## config.mk

```make
export PLATFORM = sky130hd
export DESIGN_NAME = accum_sched
export DESIGN_NICKNAME = d
export VERILOG_FILES = /design/src/rtl/accum_pkg.sv /design/src/rtl/rr_arb2.sv /design/src/rtl/accum_sched.sv
export SDC_FILE = /design/constraint.sdc
export NUM_CORES = 1
export LEC_CHECK = 0
export ABC_AREA = 0
export CAP_MARGIN = 10
export CORE_MARGIN = 3
export CORE_UTILIZATION = 29
export DETAILED_ROUTE_END_ITERATION = 10
export SKIP_CTS_REPAIR_TIMING = 1
export SYNTH_ARGS = -nofsm -noshare
export SYNTH_HDL_FRONTEND = slang
export SYNTH_SLANG_ARGS = --single-unit
```

## constraint.sdc

```tcl
create_clock -name clk -period 4.8 [get_ports clk]
set_input_delay 1.2 -clock clk [delete_from_list [all_inputs] [get_ports clk]]
set_output_delay 1.2 -clock clk [all_outputs]
set_load 0.01 [all_outputs]
```

## src/rtl/accum_pkg.sv

```systemverilog
// Shared types and constants for the accumulator scheduler.
// Imported by the arbiter and the scheduler top.
package accum_pkg;

    localparam int DATA_W        = 32;
    localparam int PIPE_LAT_DEF  = 6;
    localparam int FLUSH_CYC_DEF = 4;

    typedef enum logic [2:0] {
        S_FLUSH,
        S_IDLE,
        S_RUN,
        S_DRAIN,
        S_HOLD
    } state_t;

endpackage

```

## src/rtl/rr_arb2.sv

```systemverilog
// Two-way round-robin grant; the pointer names the requester
// preferred on a tie and moves past the owner on each advance.
module rr_arb2 (
    input  logic       clk,
    input  logic       i_rst_n,
    input  logic [1:0] i_valid,
    input  logic       i_adv,
    input  logic       i_adv_id,
    output logic       o_gnt_id,
    output logic       o_any
);

    logic r_ptr;

    always_ff @(posedge clk) begin
        if (!i_rst_n) begin
            r_ptr <= 1'b0;
        end else if (i_adv) begin
            r_ptr <= ~i_adv_id;
        end
    end

    always_comb begin
        o_any    = |i_valid;
        o_gnt_id = (&i_valid) ? r_ptr : i_valid[1];
    end

endmodule

```

## src/rtl/accum_sched.sv

```systemverilog
// Burst scheduler for the dual-input accumulator: grants, streams
// beats, drains the pipe, returns the result, then flushes.
module accum_sched
    import accum_pkg::*;
#(
    parameter int PIPE_LAT  = PIPE_LAT_DEF,
    parameter int FLUSH_CYC = FLUSH_CYC_DEF,
    parameter int MAX_BEATS = 1024,
    parameter int CW        = 11
) (
    input  logic              clk,
    input  logic              areset_n,
    input  logic              req0_valid,
    input  logic [DATA_W-1:0] req0_a,
    input  logic [DATA_W-1:0] req0_b,
    input  logic              req0_last,
    output logic              req0_ready,
    input  logic              req1_valid,
    input  logic [DATA_W-1:0] req1_a,
    input  logic [DATA_W-1:0] req1_b,
    input  logic              req1_last,
    output logic              req1_ready,
    output logic              acc_clr,
    output logic [DATA_W-1:0] acc_in,
    output logic [DATA_W-1:0] acc_in2,
    input  logic [DATA_W-1:0] acc_result,
    output logic              res_valid,
    input  logic              res_ready,
    output logic [DATA_W-1:0] res_data,
    output logic              res_id,
    output logic [CW-1:0]     res_beats,
    output logic              res_forced
);

    localparam int TMAX = (PIPE_LAT > FLUSH_CYC) ? PIPE_LAT : FLUSH_CYC;
    localparam int TW   = $clog2(TMAX + 1);

    state_t            r_state, w_nstate;
    logic [TW-1:0]     r_tmr, w_ntmr;
    logic              r_gnt, w_ngnt;
    logic [CW-1:0]     r_cnt;
    logic              r_forced;
    logic              r_rdy0, r_rdy1, r_clr;
    logic [DATA_W-1:0] r_in, r_in2;
    logic              r_rv, r_rid, r_rforced;
    logic [DATA_W-1:0] r_rdata;
    logic [CW-1:0]     r_rbeats;

    logic              w_gnt_id, w_any, w_adv, w_hs;
    logic              w_acc, w_last, w_max;
    logic [DATA_W-1:0] w_a, w_b;
    logic [CW-1:0]     w_cnt_inc;

    assign w_acc     = r_gnt ? (req1_valid & r_rdy1) : (req0_valid & r_rdy0);
    assign w_last    = r_gnt ? req1_last : req0_last;
    assign w_a       = r_gnt ? req1_a : req0_a;
    assign w_b       = r_gnt ? req1_b : req0_b;
    assign w_cnt_inc = r_cnt + 1'b1;
    assign w_max     = (w_cnt_inc == CW'(MAX_BEATS));
    assign w_hs      = r_rv & res_ready;
    assign w_adv     = (r_state == S_HOLD) & w_hs;
    assign w_ngnt    = (r_state == S_IDLE) ? w_gnt_id : r_gnt;

    rr_arb2 u_arb (
        .clk      (clk),
        .i_rst_n  (areset_n),
        .i_valid  ({req1_valid, req0_valid}),
        .i_adv    (w_adv),
        .i_adv_id (r_gnt),
        .o_gnt_id (w_gnt_id),
        .o_any    (w_any)
    );

    always_comb begin
        w_nstate = r_state;
        w_ntmr   = r_tmr;
        unique case (r_state)
            S_FLUSH: begin
                if (r_tmr <= TW'(1)) w_nstate = S_IDLE;
                else                 w_ntmr   = r_tmr - 1'b1;
            end
            S_IDLE: begin
                if (w_any) w_nstate = S_RUN;
            end
            S_RUN: begin
                if (w_acc && (w_last || w_max)) begin
                    w_nstate = S_DRAIN;
                    w_ntmr   = TW'(PIPE_LAT);
                end
            end
            S_DRAIN: begin
                if (r_tmr <= TW'(1)) w_nstate = S_HOLD;
                else                 w_ntmr   = r_tmr - 1'b1;
            end
            S_HOLD: begin
                if (w_hs) begin
                    w_nstate = S_FLUSH;
                    w_ntmr   = TW'(FLUSH_CYC);
                end
            end
            default: begin
                w_nstate = S_FLUSH;
                w_ntmr   = TW'(FLUSH_CYC);
            end
        endcase
    end

    // Outputs are computed from the next state so they line up with it.
    always_ff @(posedge clk) begin
        if (!areset_n) begin
            r_state   <= S_FLUSH;
            r_tmr     <= TW'(FLUSH_CYC);
            r_gnt     <= 1'b0;
            r_cnt     <= '0;
            r_forced  <= 1'b0;
            r_rdy0    <= 1'b0;
            r_rdy1    <= 1'b0;
            r_clr     <= 1'b1;
            r_in      <= '0;
            r_in2     <= '0;
            r_rv      <= 1'b0;
            r_rdata   <= '0;
            r_rid     <= 1'b0;
            r_rbeats  <= '0;
            r_rforced <= 1'b0;
        end else begin
            r_state <= w_nstate;
            r_tmr   <= w_ntmr;
            r_gnt   <= w_ngnt;
            r_clr   <= (w_nstate == S_FLUSH);
            r_rdy0  <= (w_nstate == S_RUN) & ~w_ngnt;
            r_rdy1  <= (w_nstate == S_RUN) & w_ngnt;
            r_in    <= w_acc ? w_a : '0;
            r_in2   <= w_acc ? w_b : '0;
            if (r_state == S_IDLE) begin
                r_cnt <= '0;
            end else if (w_acc) begin
                r_cnt    <= w_cnt_inc;
                r_forced <= w_max & ~w_last;
            end
            if (r_state == S_DRAIN && w_nstate == S_HOLD) begin
                r_rv      <= 1'b1;
                r_rdata   <= acc_result;
                r_rid     <= r_gnt;
                r_rbeats  <= r_cnt;
                r_rforced <= r_forced;
            end else if (w_adv) begin
                r_rv <= 1'b0;
            end
        end
    end

    assign req0_ready = r_rdy0;
    assign req1_ready = r_rdy1;
    assign acc_clr    = r_clr;
    assign acc_in     = r_in;
    assign acc_in2    = r_in2;
    assign res_valid  = r_rv;
    assign res_data   = r_rdata;
    assign res_id     = r_rid;
    assign res_beats  = r_rbeats;
    assign res_forced = r_rforced;

endmodule

```

==> reports/results.ini, run 1 <==
[critical_path]
worstSetupEndpoint = r_cnt[6]
critical-path-slowest-cell = sky130_fd_sc_hd__nor2_1
regToRegEndpoint = r_tmr[2]
crit_fanout = 11
crit_path_max_incr_delay_ns = 0.58
startpoint_type = primary input
worst_ep_required_time_ns = 5.10
cp_startpoint = req0_valid
crit_path_end_kind = flop
worst-endpoint-arrival_ns = 3.13
critical_path.n_buffers_inverters = 1
cp_common_cell = sky130_fd_sc_hd__nor2_1
cp_cell_sequence = clkdlybuf4s50_1 -> and3b_1 -> nor2_1 -> nor2_1 -> and3_1 -> xnor2_1 -> nor2_1
count_of_cell_instances_traversed_by_the_critical_path = 7
path_class = primary input to flop
worst_r2r_startpoint = r_cnt[0]
reg2reg_slack_ns = 2.45
critical_path.top_delay_family = simple AND/OR/NAND/NOR gates
timing.reg2reg.worst_path_depth = 6

[floorplanning]
rows = 47
io_pins = 280
die_area_um2 = 19200
floorplan.initialDensity_pct = 30.1
core_area_um2 = 16900
die-width_um = 138
chipHeight_um = 138

[route]
drt_iter0_drc = 129
num_vias = 4831
postRouteWirelength_um = 17000
post-route-drc-count = 0
routed_via_density = 4.52
detail_route.wl_per_cell_um = 15.9
first_pass_detailed_route_iteration_total = 4
ant_nets = 0

[logic_synthesis]
synth_common_cells = 133 x sky130_fd_sc_hd__dfxtp_1, 100 x sky130_fd_sc_hd__nand2_1, 89 x sky130_fd_sc_hd__nor2_1, 67 x sky130_fd_sc_hd__mux2i_1, 55 x sky130_fd_sc_hd__a21oi_1
synth.area.mux_share_pct = 13.4
synth-async-reset-ratio_pct = 0
syn-cell-area_um2 = 5090
yosysUniqueCellTypes = 45
synth-adder-area-share_pct = 0.738
yosys_most_used_dff = sky130_fd_sc_hd__dfxtp_1
yosys.area.top_type_share_pct = 52.3
synthTopCellsByArea = sky130_fd_sc_hd__dfxtp_1 52%, sky130_fd_sc_hd__mux2i_1 13%, sky130_fd_sc_hd__nand2_1 7.4%, sky130_fd_sc_hd__nor2_1 6.6%, sky130_fd_sc_hd__a21oi_1 5.4%
synth_edf_count = 0
synth_warnings = 0
synth_sequential_area_ratio_pct = 52.3
post_synthesis_simple_gate_area_fraction_pct = 18.7
synth_area_per_cell_um2 = 8.91
synthCells = 571
synth-xor-area-share_pct = 1.89
netlist.top_cell.by_area = sky130_fd_sc_hd__dfxtp_1
postSynthRegisterBits = 133
synth_compound_gate_area_share_pct = 9.13
yosys.cell_count.top_type = sky130_fd_sc_hd__dfxtp_1
syn_nets = 741
synth_top_family_by_area = simple AND/OR/NAND/NOR gates

[placed_design]
place.detailed.instances = 1035
count_of_buffers_inserted_at_the_top_level_ports = 279
place_congestion = 0.904
post-place-ws_ns = 1.49
dp_hpwl_um = 12800

[timing]
timing.final.crit_period_ns = 2.82
period_share_pct = 58.8
worst_slew_pin_slew_ns = 0.933
grt_setup_unrepaired = false
max_slew_margin_vs_limit_pct = 37.7
finClkSkew_ns = 0.00533
report.final.setup_viol = 0
finalHoldViolCount = 0
layout_setup_ws_ns = 1.98
report.final.slew_viol_count = 0
totalNegativeSetupSlack_ns = 0
fmaxAchievable_ghz = 0.354

[run_status]
run_status = finished clean

[cts]
cts.clk_slew.worst_paths_ns = 0.06
numCtsBuffers = 17
cts_sinks = 133
cts.htree.levels = 4
cts_root_buffer_type = sky130_fd_sc_hd__clkbuf_16
clock_latency_ns = 0.41
tritoncts_clock_tree = built
clock_path_buffers = 2

[layout]
post_route_cells_drive_above_1_share_pct = 5.42
finish.cell_count_without_fillers = 1068
final_util_pct = 51.4
layout-area-overhead-vs-synth_pct = 70.6
n_antenna_cell = 0
fin_nets = 1005

[grt]
grt_pass1_vias = 5100
grt_overflow_total = 0
antenna_found_initial = 0
grt_max_degree = 65
grt_pass1_wl_um = 26900
grtUsageTotal_pct = 17.6

[min_path]
min_from = res_beats[2]
timing.hold.worst.class = flop to flop

[power_and_ir_drop]
vdd.ir_drop.worst_v = 0.000260
powerDensity_nw_per_um2 = 341
total_power_mw = 2.95
power_leakage_nw = 3.03

[job]
max-cap-violations = 0

metal layers:
metal	vias to the layer above	track usage (%)	share of wire [%]
met5	-	0	0
met1	2184	18.5	38
met4	0	5.51	1.4
met2	195	30.0	49
li1	2433	-	-
met3	19	10.0	12
worst register-to-register path, stage by stage (launching register included):
cell	delay, ns
sky130_fd_sc_hd__dfxtp_1	0.47
sky130_fd_sc_hd__and4_1	0.36
sky130_fd_sc_hd__nand4_1	0.20
sky130_fd_sc_hd__and3_1	0.25
sky130_fd_sc_hd__o311ai_2	0.41
sky130_fd_sc_hd__a21oi_1	0.20
sky130_fd_sc_hd__a221o_1	0.35
cells by family (layout without fill, tap and decap cells):
group | Yosys count | in the layout
simple gates | 229 | 229
flops | 133 | 133
compound gates | 80 | 80
mux | 68 | 68
buf+inv | 47 | 324
xor+xnor | 11 | 11
fa+ha+maj | 3 | 3
cells in the final DEF, fill, tap and decap left out, drive strengths merged, types with 3 or more instances in the layout:
cell type,Yosys,final
and2,3,3
ha,3,3
nand4,5,5
and3,4,4
dfxtp,133,133
buf,11,5
nand2b,4,4
clkdlybuf4s50,0,279
nor2,89,89
bufinv,0,3
nor3,4,4
nand3,9,9
xor2,5,5
xnor2,6,6
a21oi,55,55
o21ai,10,10
mux2i,67,67
clkbuf,28,24
clkinv,0,5
inv,8,8
nand2,100,100
worst min path at each step:
stage                               to  cells after the start
after CTS                 res_beats[2]                      2
after detailed placement  res_beats[2]                      2
after global routing      res_data[15]                      2
final                     res_beats[2]                      2
after global placement    res_beats[9]                      2
after floorplan             res_forced                      2
flip-flops by register name (all words and copies together) (netlist names), 3 cells and up:
name,count
acc_in,32
acc_in2,32
r_cnt,11
r_state,3
r_tmr,3
res_beats,11
res_data,32
stage by stage:
stage | instance area (µm²) | hold WS [ns]
final | 8670 | 0.454
after global routing | 8670 | 0.470
after CTS | 8670 | 0.456
after detailed placement | 8050 | 0.448
after global placement | 8050 | 0.443
after floorplan | 5090 | 0.428
final cells by class:
cell class | instances | area, µm²
flip-flops and latches | 133 | 2670
clock inverters | 8 | 119
clock buffers | 24 | 503
inverters | 8 | 30.0
repair buffers | 284 | 2830
well taps | 220 | 275
multi-input cells | 391 | 2250
fillers | 1527 | 8200
power by group:
part	leakage [nW]	switching, mW	internal, mW
clock network	0.309	0.473	0.887
registers	1.07	0.0371	1.14
logic	1.64	0.169	0.247
total	3.03	0.678	2.28
No activity file was read; power rests on OpenSTA's default activity.
==> inputs of run 2 (changes only) <==
==> constraint.sdc (replaced) <==
create_clock -name clk -period 2.7 [get_ports clk]
set_input_delay 0.675 -clock clk [delete_from_list [all_inputs] [get_ports clk]]
set_output_delay 0.675 -clock clk [all_outputs]
set_load 0.01 [all_outputs]
==> run 2 against run 1 <==
Net effect: count of clock-buffer cells in the layout is 1 higher; register-to-register slack worse by 2.1 ns; flip-flop and latch count stayed put; routed wire length is 0.59% higher; critical path depth is 1 lower; sequential share of layout area is 0.22 points lower; setup slack worse by 1.6 ns.
==> reports/results.ini, run 2 (same netlist as run 1, synthesis figures left out) <==
[route]
detail_route.wl_per_cell_um = 15.9  ; +0.13%
ant_nets = 0  ; unchanged
num_vias = 4910  ; +1.6%
post-route-drc-count = 0  ; unchanged
routed_via_density = 4.58  ; +1.2%
drt_iter0_drc = 208  ; +61%
postRouteWirelength_um = 17100  ; +0.59%
first_pass_detailed_route_iteration_total = 4  ; unchanged

[min_path]
timing.hold.worst.class = flop to flop
min_from = res_data[16]

[cts]
clock_path_buffers = 2  ; unchanged
tritoncts_clock_tree = built
cts.htree.levels = 4  ; unchanged
cts.clk_slew.worst_paths_ns = 0.05  ; about the same
cts_sinks = 133  ; unchanged
numCtsBuffers = 17  ; unchanged
cts_root_buffer_type = sky130_fd_sc_hd__clkbuf_16
clock_latency_ns = 0.41  ; about the same

[critical_path]
crit_fanout = 7  ; -4
worst_r2r_startpoint = r_cnt[0]
cp_startpoint = r_cnt[0]
startpoint_type = flop
worst-endpoint-arrival_ns = 2.63  ; -0.50 ns
crit_path_end_kind = flop
worst_ep_required_time_ns = 3.00  ; -2.10 ns
path_class = flop to flop

[power_and_ir_drop]
combinationalPowerShare_pct = 14.4  ; +0.3 points
vdd.ir_drop.worst_v = 0.000473  ; +82%
internal_power_mw = 4.08  ; +79%
p_clk_share_pct = 46.1  ; about the same
power.sequential.fraction_pct = 39.5  ; -0.4 points
power_leakage_nw = 3.05  ; +0.89%
switchingPower_mw = 1.19  ; +75%
powerDensity_nw_per_um2 = 603  ; +77%
power.share.switching_pct = 22.6  ; -0.38 points

[job]
max-cap-violations = 0  ; unchanged

[grt]
grt_max_degree = 65  ; unchanged
grt_pass1_wl_um = 26800  ; -0.28%
grt_pass1_vias = 5095  ; -0.098%
grt_overflow_total = 0  ; unchanged
antenna_found_initial = 0  ; unchanged
grtUsageTotal_pct = 17.5  ; -0.10 points

[timing]
whs_ns = 0.454  ; -0.0000940 ns
worst_slew_pin_slew_ns = 0.697  ; -0.236 ns
finalHoldViolCount = 0  ; unchanged
grt_setup_unrepaired = false
max_slew_margin_vs_limit_pct = 53.5  ; +16 points
finClkSkew_ns = 0.00874  ; +0.00340 ns
totalNegativeSetupSlack_ns = 0  ; unchanged
period_share_pct = 86.2
fmaxAchievable_ghz = 0.429
timing.final.crit_period_ns = 2.33
report.final.slew_viol_count = 0  ; unchanged
layout_setup_ws_ns = 0.371  ; -1.61 ns
report.final.setup_viol = 0  ; unchanged

[placed_design]
count_of_buffers_inserted_at_the_top_level_ports = 279  ; unchanged
place_congestion = 0.834  ; -7.8%
dp_hpwl_um = 12900  ; +0.91%
placement.cell_area_um2 = 8110  ; +0.72%
post-place-ws_ns = 0.179  ; -1.31 ns

[layout]
final.fill_count = 1555  ; +1.8%
layout-area-overhead-vs-synth_pct = 71.8
regArea_um2 = 2670  ; unchanged
most-common-layout-cells = 279 x sky130_fd_sc_hd__clkdlybuf4s50_1, 132 x sky130_fd_sc_hd__dfxtp_1, 100 x sky130_fd_sc_hd__nand2_1, 89 x sky130_fd_sc_hd__nor2_1, 67 x sky130_fd_sc_hd__mux2i_1
n_antenna_cell = 0  ; unchanged
fin_nets = 1010  ; +0.50%
most_common_library_cell_in_the_layout_ignoring_fill_and_taps = sky130_fd_sc_hd__clkdlybuf4s50_1
post_route_cell_area_um2 = 8740  ; +0.72%
multi_input_area_um2 = 2250  ; unchanged
post_route_cells_drive_above_1_share_pct = 5.98  ; +0.55 points

[floorplanning]
io_pins = 280  ; unchanged
rows = 47  ; unchanged
floorplan.initialDensity_pct = 30.1  ; unchanged
die-width_um = 138  ; unchanged
die_area_um2 = 19200  ; unchanged
chipHeight_um = 138  ; unchanged
core_area_um2 = 16900  ; unchanged

[run_status]
run_status = finished clean

## run 2: worst paths after layout
path,slack (ns),to,cells after the start
max,0.37,r_tmr[2],6
min,0.45,res_data[16],2
max reg2reg,0.37,r_tmr[2],6
min reg2reg,0.45,res_data[16],2
## run 2: power by group through the flow
| stage | sequential (mW) | combinational, mW | clock (mW) |
|---|---|---|---|
| after floorplan | 2.12 | 0.361 | 0 |
| after global placement | 2.12 | 0.744 | 0 |
| after detailed placement | 2.12 | 0.758 | 0 |
| after CTS | 2.08 | 0.767 | 2.50 |
| after global routing | 2.09 | 0.836 | 2.59 |
| final | 2.08 | 0.759 | 2.43 |
## run 2: layer usage
layer  wire length [µm]  track usage [%]  vias to the layer above
met5                  0                0                        -
met4                138             4.21                        0
met3               2060             10.6                       11
met2               8500             30.0                      183
met1               6390             18.4                     2277
li1                   -                -                     2439
## run 2: critical path: stages, from the launching register on
cell                       delay, ns
sky130_fd_sc_hd__dfxtp_1        0.44
sky130_fd_sc_hd__and4_1         0.35
sky130_fd_sc_hd__nand4_1        0.22
sky130_fd_sc_hd__and3_1         0.27
sky130_fd_sc_hd__o311ai_2       0.38
sky130_fd_sc_hd__a21oi_1        0.20
sky130_fd_sc_hd__a221o_1        0.35
## run 2: metrics by stage
stage	util, %	power [mW]	std cells
after floorplan	-	2.48	571
after global placement	48.0	2.86	1041
final	51.8	5.27	1073
after detailed placement	48.0	2.88	1041
after global routing	51.8	5.52	1073
after CTS	51.8	5.35	1073
## run 2: layout make-up
| type | instances | area share [%] |
|---|---|---|
| Tap cell | 220 | 3.15 |
| Sequential cell | 133 | 30.5 |
| Timing Repair Buffer | 289 | 33.0 |
| Clock buffer | 25 | 5.91 |
| Inverter | 8 | 0.344 |
| Clock inverter | 7 | 1.32 |
| Multi-Input combinational cell | 391 | 25.8 |
==> inputs of run 3 (changes only) <==
--- a/config.mk
+++ b/config.mk
@@ -10,6 +10,7 @@
 export CORE_MARGIN = 3
 export CORE_UTILIZATION = 29
 export DETAILED_ROUTE_END_ITERATION = 10
+export GPL_TIMING_DRIVEN = 0
 export SKIP_CTS_REPAIR_TIMING = 1
 export SYNTH_ARGS = -nofsm -noshare
 export SYNTH_HDL_FRONTEND = slang
==> run 3 against run 2 <==
Net effect: non-clock buffer count is 28 higher; register-to-register slack worse by 0.08 ns; hold slack worse by 0.0017 ns; critical path type unchanged; via count is 0.55% higher.
==> reports/results.ini, run 3 (same netlist as run 1, synthesis figures left out) <==
[critical_path]
worst_r2r_startpoint = r_tmr[1]
crit_path_end_kind = flop
worst_ep_required_time_ns = 3.04  ; +0.04 ns
path_class = flop to flop
startpoint_type = flop
crit_fanout = 10  ; +3
worst-endpoint-arrival_ns = 2.75  ; +0.12 ns
cp_startpoint = r_tmr[1]

[cts]
cts_sinks = 133  ; unchanged
clock_path_buffers = 2  ; unchanged
cts.clk_slew.worst_paths_ns = 0.06  ; about the same
clock_latency_ns = 0.42  ; about the same
cts_root_buffer_type = sky130_fd_sc_hd__clkbuf_16
tritoncts_clock_tree = built
numCtsBuffers = 17  ; unchanged
cts.htree.levels = 4  ; unchanged

[timing]
report.final.slew_viol_count = 0  ; unchanged
worst_slew_pin_slew_ns = 0.863  ; +0.166 ns
fmaxAchievable_ghz = 0.415  ; -3.3%
period_share_pct = 89.2  ; +3.0 points
max_slew_margin_vs_limit_pct = 42.1  ; -11 points
report.final.setup_viol = 0  ; unchanged
finalHoldViolCount = 0  ; unchanged
grt_setup_unrepaired = false
totalNegativeSetupSlack_ns = 0  ; unchanged
finClkSkew_ns = 0.0126  ; +0.00386 ns
timing.final.crit_period_ns = 2.41  ; +0.0805 ns

[power_and_ir_drop]
powerDensity_nw_per_um2 = 605  ; +0.33%
power_leakage_nw = 3.07  ; +0.42%
vdd.ir_drop.worst_v = 0.000424  ; -10%

[grt]
grtUsageTotal_pct = 17.6  ; +0.12 points
grt_pass1_wl_um = 26800  ; +0.13%
antenna_found_initial = 1  ; +1
grt_overflow_total = 0  ; unchanged
grt_max_degree = 17  ; -74%
grt_pass1_vias = 5035  ; -1.2%

[layout]
fin_nets = 1038  ; +2.8%
post_route_cells_drive_above_1_share_pct = 5.23  ; -0.75 points
final.fill_count = 1527  ; -1.8%
final_util_pct = 52.1  ; +0.34 points
layout-area-overhead-vs-synth_pct = 72.9
most-common-layout-cells = 278 x sky130_fd_sc_hd__clkdlybuf4s50_1, 133 x sky130_fd_sc_hd__dfxtp_1, 100 x sky130_fd_sc_hd__nand2_1, 89 x sky130_fd_sc_hd__nor2_1, 67 x sky130_fd_sc_hd__mux2i_1
most_common_library_cell_in_the_layout_ignoring_fill_and_taps = sky130_fd_sc_hd__clkdlybuf4s50_1

[route]
num_vias = 4937  ; +0.55%
first_pass_detailed_route_iteration_total = 5  ; +1
drt_iter0_drc = 178  ; -14%
post-route-drc-count = 0  ; unchanged
postRouteWirelength_um = 17300  ; +0.96%
detail_route.wl_per_cell_um = 15.7  ; -1.6%
routed_via_density = 4.48  ; -2.0%
ant_nets = 0  ; unchanged

[floorplanning]
die_area_um2 = 19200  ; unchanged
io_pins = 280  ; unchanged
floorplan.initialDensity_pct = 30.1  ; unchanged
chipHeight_um = 138  ; unchanged
die-width_um = 138  ; unchanged
core_area_um2 = 16900  ; unchanged
rows = 47  ; unchanged

[min_path]
min_from = res_forced
timing.hold.worst.class = flop to flop

[job]
max-cap-violations = 0  ; unchanged

[placed_design]
place_congestion = 0.849  ; +1.8%
dp_hpwl_um = 13400  ; +3.8%
count_of_buffers_inserted_at_the_top_level_ports = 278  ; -0.36%

[run_status]
run_status = finished clean

-- run 3: cell count changes in the layout (fill, tap and decap cells not counted), sizes merged --
| cell | before | now |
|---|---|---|
| buf | 10 | 11 |
| bufinv | 3 | 4 |
| clkbuf | 25 | 48 |
| clkdlybuf4s50 | 279 | 278 |
| clkinv | 2 | 4 |
| clkinvlp | 2 | 1 |
| diode | 0 | 1 |
| inv | 8 | 10 |
-- run 3: worst max-delay path, stage by stage, from the launching register on --
cell	delay, ns
sky130_fd_sc_hd__dfxtp_1	0.32
sky130_fd_sc_hd__inv_1	0.08
sky130_fd_sc_hd__ha_1	0.13
sky130_fd_sc_hd__o21ba_2	0.18
sky130_fd_sc_hd__nor2_1	0.18
sky130_fd_sc_hd__nand2_1	0.11
sky130_fd_sc_hd__nor3_2	0.68
sky130_fd_sc_hd__clkbuf_1	0.40
sky130_fd_sc_hd__nand2_1	0.12
sky130_fd_sc_hd__a21oi_1	0.14
-- run 3: area by class of cell --
| class | instances | area, µm² | area share [%] |
|---|---|---|---|
| clock buffers | 20 | 467 | 5.31 |
| repair buffers | 278 | 2780 | 31.6 |
| diodes | 1 | 2.50 | 0.0285 |
| well taps | 220 | 275 | 3.13 |
| clock inverters | 11 | 173 | 1.96 |
| flip-flops and latches | 133 | 2660 | 30.3 |
| inverters | 8 | 30.0 | 0.341 |
| plain buffers | 39 | 161 | 1.84 |
| multi-input cells | 391 | 2240 | 25.5 |
-- run 3: final timing paths --
kind | cells after the start | slack [ns] | to
worst max register to register | 9 | 0.29 | res_beats[3]
worst min-delay path | 2 | 0.45 | res_forced
worst min register to register | 2 | 0.45 | res_forced
worst max-delay path | 9 | 0.29 | res_beats[3]
-- run 3: metal layers --
| metal | track usage (%) | vias up | wire length (µm) |
|---|---|---|---|
| li1 | - | 2493 | - |
| met1 | 18.2 | 2234 | 6430 |
| met2 | 30.3 | 201 | 8560 |
| met3 | 10.5 | 9 | 2130 |
| met4 | 5.20 | 0 | 134 |
| met5 | 0 | - | 0 |
-- run 3: stage by stage --
step / std cells / hold WS, ns / cell area [µm²] / total power, mW / setup WS, ns
after floorplan: 571 / 0.428 / 5090 / 2.48 / 0.646
after global placement: 1069 / 0.442 / 8140 / 2.87 / -0.253
after detailed placement: 1069 / 0.447 / 8150 / 2.88 / -0.327
after CTS: 1100 / 0.455 / 8790 / 5.39 / 0.110
after global routing: 1101 / 0.472 / 8790 / 5.56 / 0.0311
final: 1101 / 0.452 / 8790 / 5.32 / 0.291
-- run 3: power breakdown --
| group | internal (mW) | switching [mW] | leakage (nW) | total (mW) |
|---|---|---|---|---|
| combinational | 0.445 | 0.327 | 1.68 | 0.772 |
| sequential | 2.03 | 0.0403 | 1.07 | 2.07 |
| clock | 1.62 | 0.863 | 0.313 | 2.48 |
